--- src/rtl/controle_bateria_if.sv ---
// Purpose: signal bundle between the power/on-off logic, the battery charge
//          model and the battery LED indicator stage.
// Signals:
//   ligado, motor_ativo, na_base  : status inputs into the battery model
//   nivel[3:0]                    : current charge level
//   control, leds[8:0]            : LED indicator enable and thermometer bar
//   motor_habilita, retornar_base,
//   bateria_vazia                 : flags to the motion logic
// Modports: master = environment driving the status inputs,
//           slave  = battery model (controle_bateria).
interface controle_bateria_if;
  logic       ligado;
  logic       motor_ativo;
  logic       na_base;
  logic [3:0] nivel;
  logic       control;
  logic [8:0] leds;
  logic       motor_habilita;
  logic       retornar_base;
  logic       bateria_vazia;

  modport master (
    output ligado, motor_ativo, na_base,
    input  nivel, control, leds, motor_habilita, retornar_base, bateria_vazia
  );

  modport slave (
    input  ligado, motor_ativo, na_base,
    output nivel, control, leds, motor_habilita, retornar_base, bateria_vazia
  );
endinterface

--- src/rtl/controle_bateria.sv ---
// Purpose: battery charge model for the vacuum robot. Keeps a 0..NIVEL_MAX
//          charge level that drains while the motors run and refills while
//          docked, and decodes LED bar and low/empty flags from it.
// Ports:
//   clk      : system clock
//   reset_n  : asynchronous reset, active-low
//   bus      : controle_bateria_if.slave (status inputs, level, LEDs, flags)
module controle_bateria #(
  parameter int NIVEL_MAX      = 9,
  parameter int NIVEL_BAIXO    = 3,
  parameter int TICKS_DESCARGA = 50_000_000,
  parameter int TICKS_CARGA    = 25_000_000
) (
  input  logic                clk,
  input  logic                reset_n,
  controle_bateria_if.slave   bus
);

  localparam logic [2:0] DESLIGADO  = 3'd0;
  localparam logic [2:0] OPERANDO   = 3'd1;
  localparam logic [2:0] BAIXA      = 3'd2;
  localparam logic [2:0] VAZIA      = 3'd3;
  localparam logic [2:0] CARREGANDO = 3'd4;

  localparam int TICKS_MAX = (TICKS_DESCARGA > TICKS_CARGA) ? TICKS_DESCARGA : TICKS_CARGA;
  localparam int CNT_W     = (TICKS_MAX > 1) ? $clog2(TICKS_MAX) : 1;

  localparam logic [CNT_W-1:0] DESC_FIM    = CNT_W'(TICKS_DESCARGA - 1);
  localparam logic [CNT_W-1:0] CARGA_FIM   = CNT_W'(TICKS_CARGA - 1);
  localparam logic [CNT_W-1:0] CNT_UM      = CNT_W'(1);
  localparam logic [3:0]       NIVEL_MAX_V = 4'(NIVEL_MAX);
  localparam logic [3:0]       NIVEL_BX_V  = 4'(NIVEL_BAIXO);

  logic [2:0]       state_r;
  logic [2:0]       state_next_s;
  logic [3:0]       nivel_r;
  logic [3:0]       nivel_next_s;
  logic [CNT_W-1:0] cnt_r;
  logic [CNT_W-1:0] cnt_calc_s;
  logic [CNT_W-1:0] cnt_next_s;

  logic             control_r;
  logic [8:0]       leds_r;
  logic             motor_habilita_r;
  logic             retornar_base_r;
  logic             bateria_vazia_r;

  // Thermometer bar: LED i lit when enabled and the level is above i.
  function automatic logic [8:0] barra(input logic ctl, input logic [3:0] niv);
    logic [8:0] b;
    b = 9'h000;
    for (int i = 0; i < 9; i++) begin
      b[i] = ctl & (niv > 4'(i));
    end
    return b;
  endfunction

  // Prescaler and level update for the current state.
  always_comb begin
    cnt_calc_s   = cnt_r;
    nivel_next_s = nivel_r;
    case (state_r)
      OPERANDO, BAIXA: begin
        if (bus.motor_ativo) begin
          if (cnt_r == DESC_FIM) begin
            cnt_calc_s = '0;
            if (nivel_r != 4'd0) begin
              nivel_next_s = nivel_r - 4'd1;
            end else begin
              nivel_next_s = nivel_r;
            end
          end else begin
            cnt_calc_s = cnt_r + CNT_UM;
          end
        end else begin
          cnt_calc_s = cnt_r;
        end
      end
      CARREGANDO: begin
        // Once full the prescaler idles at 0 so a later discharge starts clean.
        if (nivel_r >= NIVEL_MAX_V) begin
          cnt_calc_s = '0;
        end else if (cnt_r == CARGA_FIM) begin
          cnt_calc_s   = '0;
          nivel_next_s = nivel_r + 4'd1;
        end else begin
          cnt_calc_s = cnt_r + CNT_UM;
        end
      end
      default: begin
        cnt_calc_s = '0;
      end
    endcase
  end

  // Next state uses the level written on this same edge, so threshold
  // crossings change state without an extra cycle of delay.
  always_comb begin
    state_next_s = OPERANDO;
    if (bus.na_base) begin
      state_next_s = CARREGANDO;
    end else if (!bus.ligado) begin
      state_next_s = DESLIGADO;
    end else if (nivel_next_s == 4'd0) begin
      state_next_s = VAZIA;
    end else if (nivel_next_s <= NIVEL_BX_V) begin
      state_next_s = BAIXA;
    end else begin
      state_next_s = OPERANDO;
    end
    if (state_next_s != state_r) begin
      cnt_next_s = '0;
    end else begin
      cnt_next_s = cnt_calc_s;
    end
  end

  // State, level, prescaler and output registers; outputs are decoded from
  // the next-state values so they match the state registers with no lag.
  always_ff @(posedge clk or negedge reset_n) begin
    if (!reset_n) begin
      state_r          <= DESLIGADO;
      nivel_r          <= NIVEL_MAX_V;
      cnt_r            <= '0;
      control_r        <= 1'b0;
      leds_r           <= 9'h000;
      motor_habilita_r <= 1'b0;
      retornar_base_r  <= 1'b0;
      bateria_vazia_r  <= 1'b0;
    end else begin
      state_r          <= state_next_s;
      nivel_r          <= nivel_next_s;
      cnt_r            <= cnt_next_s;
      control_r        <= (state_next_s != DESLIGADO);
      leds_r           <= barra(state_next_s != DESLIGADO, nivel_next_s);
      motor_habilita_r <= (state_next_s == OPERANDO) || (state_next_s == BAIXA);
      retornar_base_r  <= (state_next_s == BAIXA);
      bateria_vazia_r  <= (state_next_s == VAZIA);
    end
  end

  assign bus.nivel          = nivel_r;
  assign bus.control        = control_r;
  assign bus.leds           = leds_r;
  assign bus.motor_habilita = motor_habilita_r;
  assign bus.retornar_base  = retornar_base_r;
  assign bus.bateria_vazia  = bateria_vazia_r;

endmodule
--- src/flat_wrapper.sv ---
// flat-port wrapper written by rule: the top's interface ports become plain ports
module controle_bateria_flat 
#(
  parameter int NIVEL_MAX      = 9,
  parameter int NIVEL_BAIXO    = 3,
  parameter int TICKS_DESCARGA = 50_000_000,
  parameter int TICKS_CARGA    = 25_000_000
)
  (clk, reset_n, bus_ligado, bus_motor_ativo, bus_na_base, bus_nivel, bus_control, bus_leds, bus_motor_habilita, bus_retornar_base, bus_bateria_vazia);
  controle_bateria_if bus_i ();
  input  logic clk;
  input  logic reset_n;
  input wire logic [$bits(bus_i.ligado)-1:0] bus_ligado;
  input wire logic [$bits(bus_i.motor_ativo)-1:0] bus_motor_ativo;
  input wire logic [$bits(bus_i.na_base)-1:0] bus_na_base;
  output wire logic [$bits(bus_i.nivel)-1:0] bus_nivel;
  output wire logic [$bits(bus_i.control)-1:0] bus_control;
  output wire logic [$bits(bus_i.leds)-1:0] bus_leds;
  output wire logic [$bits(bus_i.motor_habilita)-1:0] bus_motor_habilita;
  output wire logic [$bits(bus_i.retornar_base)-1:0] bus_retornar_base;
  output wire logic [$bits(bus_i.bateria_vazia)-1:0] bus_bateria_vazia;
  assign bus_i.ligado = bus_ligado;
  assign bus_i.motor_ativo = bus_motor_ativo;
  assign bus_i.na_base = bus_na_base;
  assign bus_nivel = bus_i.nivel;
  assign bus_control = bus_i.control;
  assign bus_leds = bus_i.leds;
  assign bus_motor_habilita = bus_i.motor_habilita;
  assign bus_retornar_base = bus_i.retornar_base;
  assign bus_bateria_vazia = bus_i.bateria_vazia;
  controle_bateria #(.NIVEL_MAX(NIVEL_MAX), .NIVEL_BAIXO(NIVEL_BAIXO), .TICKS_DESCARGA(TICKS_DESCARGA), .TICKS_CARGA(TICKS_CARGA)) u_core (.clk(clk), .reset_n(reset_n), .bus(bus_i));
endmodule
--- config.mk ---
export PLATFORM = sky130hd
export DESIGN_NAME = controle_bateria_flat
export DESIGN_NICKNAME = d
export VERILOG_FILES = /design/src/rtl/controle_bateria_if.sv /design/src/rtl/controle_bateria.sv /design/src/flat_wrapper.sv
export SDC_FILE = /design/constraint.sdc
export NUM_CORES = 1
export LEC_CHECK = 0
export BUFFER_PORTS_ARGS = -buffer_cell sky130_fd_sc_hd__buf_4
export CORE_UTILIZATION = 55
export DETAILED_ROUTE_END_ITERATION = 8
export PLACE_DENSITY = 0.79
export REMOVE_ABC_BUFFERS = 1
export SLEW_MARGIN = 40
export SYNTH_ARGS = -nofsm -noshare
export SYNTH_HDL_FRONTEND = slang
export SYNTH_SLANG_ARGS = --single-unit
--- constraint.sdc ---
create_clock -name clk -period 4.65 [get_ports clk]
set_clock_uncertainty 0.1 [all_clocks]
set_input_delay 0.2325 -clock clk [delete_from_list [all_inputs] [get_ports clk]]
set_output_delay 0.2325 -clock clk [all_outputs]
set_load 0.02 [all_outputs]
==> impl_metrics.json <==
{
  "routed-via-count": 1943,
  "drc": 0,
  "wl_met1_mm": 2.411,
  "htree_levels": 2,
  "fillers": 372,
  "multi_input_area_mm2": 0.001405,
  "critPathRequiredTime_ns": 4.70,
  "cts_buffer_depth": 2,
  "syn_avg_cell_area_um2": 10.59,
  "grt_pass1_wl_mm": 8.797,
  "cp_max_fo": 15,
  "maxSlewHeadroom_pct": 48.86,
  "antenna_found_initial": 0,
  "outcome": "finished, final reports clean",
  "fin_ws_ns": 1.154,
  "cts-resized-gates": 0,
  "wl_per_cell_um": 15.00,
  "rsz0062_at_grt": "false",
  "postCtsSetupRepairBufs": 0,
  "ant_nets": 0,
  "ys.flop_type": "dfrtp_1",
  "synth_cells": 251,
  "period_share_pct": 75.17,
  "place.gp.congestion": 0.8440,
  "slew_violations": 0,
  "yosys_warnings": 0,
  "worstHoldPathType": "input port to flop",
  "core-area_mm2": 0.004504,
  "postLayoutCoreUtil_pct": 66.22,
  "swShare_pct": 25.67,
  "grt_pass1_vias": 1863,
  "worst_setup_path_end_kind": "flop",
  "total_leakage_power_nw": 1.144,
  "tritoncts": "built",
  "p_sw_mw": 0.2070,
  "synth_cell_types": 43,
  "avgViaCountPerCell": 5.888,
  "num_rows": 24,
  "area_delta_synth_final_pct": 12.24,
  "ys_ff_latch": 46,
  "port_buffers": 21,
  "globalRouteTotalUtil_pct": 21.84,
  "drt_wl_total_mm": 4.950,
  "drive_gt1_share_pct": 24.46,
  "async_flop_share_pct": 100.0,
  "worst_pin_slew_ns": 0.7612,
  "p_per_area_mw_per_mm2": 270.4,
  "cts.sinks": 46,
  "crit_chain": "inv_1, ha_1, nor3b_1, o21ai_0, nor4_4, a211o_2, o221a_2, a31oi_4, xor2_4, buf_8, nor4_1",
  "hold_violations": 0,
  "drt-pass1-iter-count": 4,
  "clk_pin_slew_ns": 0.09,
  "drv_cap": 0,
  "fp.dieH_um": 71.51,
  "clkPwrFrac_pct": 36.4,
  "drtIter0Drc": 107,
  "cpMaxStageDelayCell": "dfstp_2",
  "cts_hold_buffers": 2,
  "setup_violations": 0,
  "num-nets-final": 286,
  "max_freq_mhz": 286.1,
  "p_total_mw": 0.8066,
  "synth-seq-area-share_pct": 43.41,
  "r2r_slack_ns": 1.15,
  "seq_area_mm2": 0.001154,
  "fin_crit_ns": 3.496,
  "die_w_um": 71.51,
  "seq_power_share_pct": 51.7,
  "wl_met3_um": 177,
  "routed.top_layer": "met4",
  "place_area_mm2": 0.002853,
  "cts_made_buffers": 5,
  "insertion_delay_ns": 0.29,
  "ctsRootBufferMaster": "clkbuf_8",
  "stdcell_area_mm2": 0.002983,
  "io_pins": 22,
  "cp_data_arrival_time_ns": 3.55,
  "die-area_mm2": 0.005114,
  "wl_met2_mm": 2.336,
  "p_int_mw": 0.5995,
  "grt-ovfl-total": 0,
  "tns_ns": 0,
  "slowest_delay_ns": 0.62,
  "synth_edf_count": 0,
  "start_util_pct": 59.00,
  "n_antenna_cell": 0,
  "grt_max_degree": 47,
  "combPwrFrac_pct": 11.9,
  "start_kind": "flop",
  "dp_hpwl_mm": 3.574,
  "pre_cts_slack_ns": 1.181,
  "worst-setup-path-type": "flop to flop",
  "synth_area_mm2": 0.002658,
  "peakVddDrop_mv": 0.1902
}
metrics by stage:
stage               cells  hold WS [ns]
finish                330        0.1302
global route          330        0.1556
CTS                   330        0.1292
detailed placement    320        0.1741
global placement      319        0.1681
floorplan             244       -0.1631
area by class of cell:
cell class                 instances  share of cell area [%]
multi-input combinational        187                   47.11
sequential                        46                   38.67
timing repair buffer              26                   6.963
clock buffer                       6                   2.433
tap                               52                   2.181
inverter                          11                   1.384
clock inverter                     2                   1.258
worst paths after layout:
| check | to | from | cells after the start |
|---|---|---|---|
| setup / recovery | u_core.cnt_r[4]$_DFFE_PN0P_ | u_core.bus.nivel[0]$_DFF_PN1_ | 11 |
| hold / removal | u_core.bus.leds[3]$_DFF_PN0_ | bus_ligado | 3 |
| setup reg to reg | u_core.cnt_r[4]$_DFFE_PN0P_ | u_core.bus.nivel[0]$_DFF_PN1_ | 11 |
| hold reg to reg | u_core.cnt_r[22]$_DFFE_PN0P_ | u_core.cnt_r[22]$_DFFE_PN0P_ | 2 |
| max in group asynchronous | u_core.cnt_r[25]$_DFFE_PN0P_ | reset_n | 2 |
| min in group asynchronous | u_core.bus.nivel[1]$_DFF_PN0_ | reset_n | 2 |
layer usage:
layer,vias up,track usage [%]
li1,954,-
met1,949,31.50
met2,35,33.86
met3,5,4.079
met4,0,6.318
met5,-,0
worst max-delay path, delay by kind of cell, from the launching register on:
| kind | cells | cell delay (ns) |
|---|---|---|
| compound gates | 4 | 1.20 |
| simple gates | 3 | 0.39 |
| buf+inv | 2 | 0.32 |
| flops | 1 | 0.62 |
| fa+ha+maj | 1 | 0.24 |
| xor+xnor | 1 | 0.48 |
cells in the mapped netlist (4+ instances only):
cell	n	area share, %
a21oi_1	7	1.3
and3_1	4	0.94
buf_6	4	1.7
dfrtp_1	44	41
ha_1	4	1.9
inv_1	11	1.6
mux2i_1	4	1.5
nand2_1	22	3.1
nand3_1	11	2.1
nand4_1	7	1.6
nor2_1	25	3.5
nor3_1	12	2.3
nor3b_1	4	1.1
nor4_1	8	1.9
nor4_2	15	7.1
nor4_4	4	3.2
o21ai_0	6	1.1
xnor2_1	12	4.0
xor2_1	14	4.6
state kept, by name, summed over array words and instances (netlist names):
register and count:
u_core.bus.motor_habilita 1, u_core.bus.control 1, u_core.bus.nivel 4, u_core.cnt_r 26, u_core.state_r 3, u_core.bus.retornar_base 1, u_core.bus.bateria_vazia 1, u_core.bus.leds 9
cells by family (layout without fill, tap and decap cells):
family / count (synthesis) / in the layout / share of synthesized area [%]
AOI/OAI and AO/OA: 20 / 20 / 5.226
DFF: 46 / 46 / 43.41
muxes: 7 / 7 / 3.201
xor gates and xnor gates: 27 / 27 / 9.605
and+or+nand+nor: 129 / 129 / 32.86
buffers and inverters: 18 / 45 / 3.814
adders and majority gates: 4 / 4 / 1.883
placed cells by master, fill, tap and decap left out, types with 2 or more instances in the layout:
master	netlist	final
nand3_1	11	11
nor2_1	25	24
xnor2_1	12	12
nand2b_1	2	2
o21ai_0	6	6
or3_1	2	2
nor3b_1	4	4
buf_4	1	23
and3_1	4	4
and2_1	2	2
nand4bb_1	2	2
a21oi_1	7	7
or2_2	2	2
dfrtp_1	44	44
dlygate4sd3_1	0	2
nor4_4	4	4
clkbuf_8	0	5
nor4_1	8	8
nand2_1	22	22
mux2i_1	4	4
nor4_2	15	15
nand4_1	7	7
ha_1	4	4
mux2_2	2	2
inv_1	11	11
nor3_1	12	12
xor2_1	14	14
dfstp_2	2	2
nor4b_1	2	2
power groups by stage:
stage / logic, mW / registers (mW) / clock network, mW
floorplan: 0.0465 / 0.433 / 0
global placement: 0.0921 / 0.424 / 0
detailed placement: 0.0964 / 0.424 / 0
CTS: 0.0979 / 0.417 / 0.301
global route: 0.106 / 0.418 / 0.320
finish: 0.0962 / 0.417 / 0.294
Power figures use the tool's default switching activity.
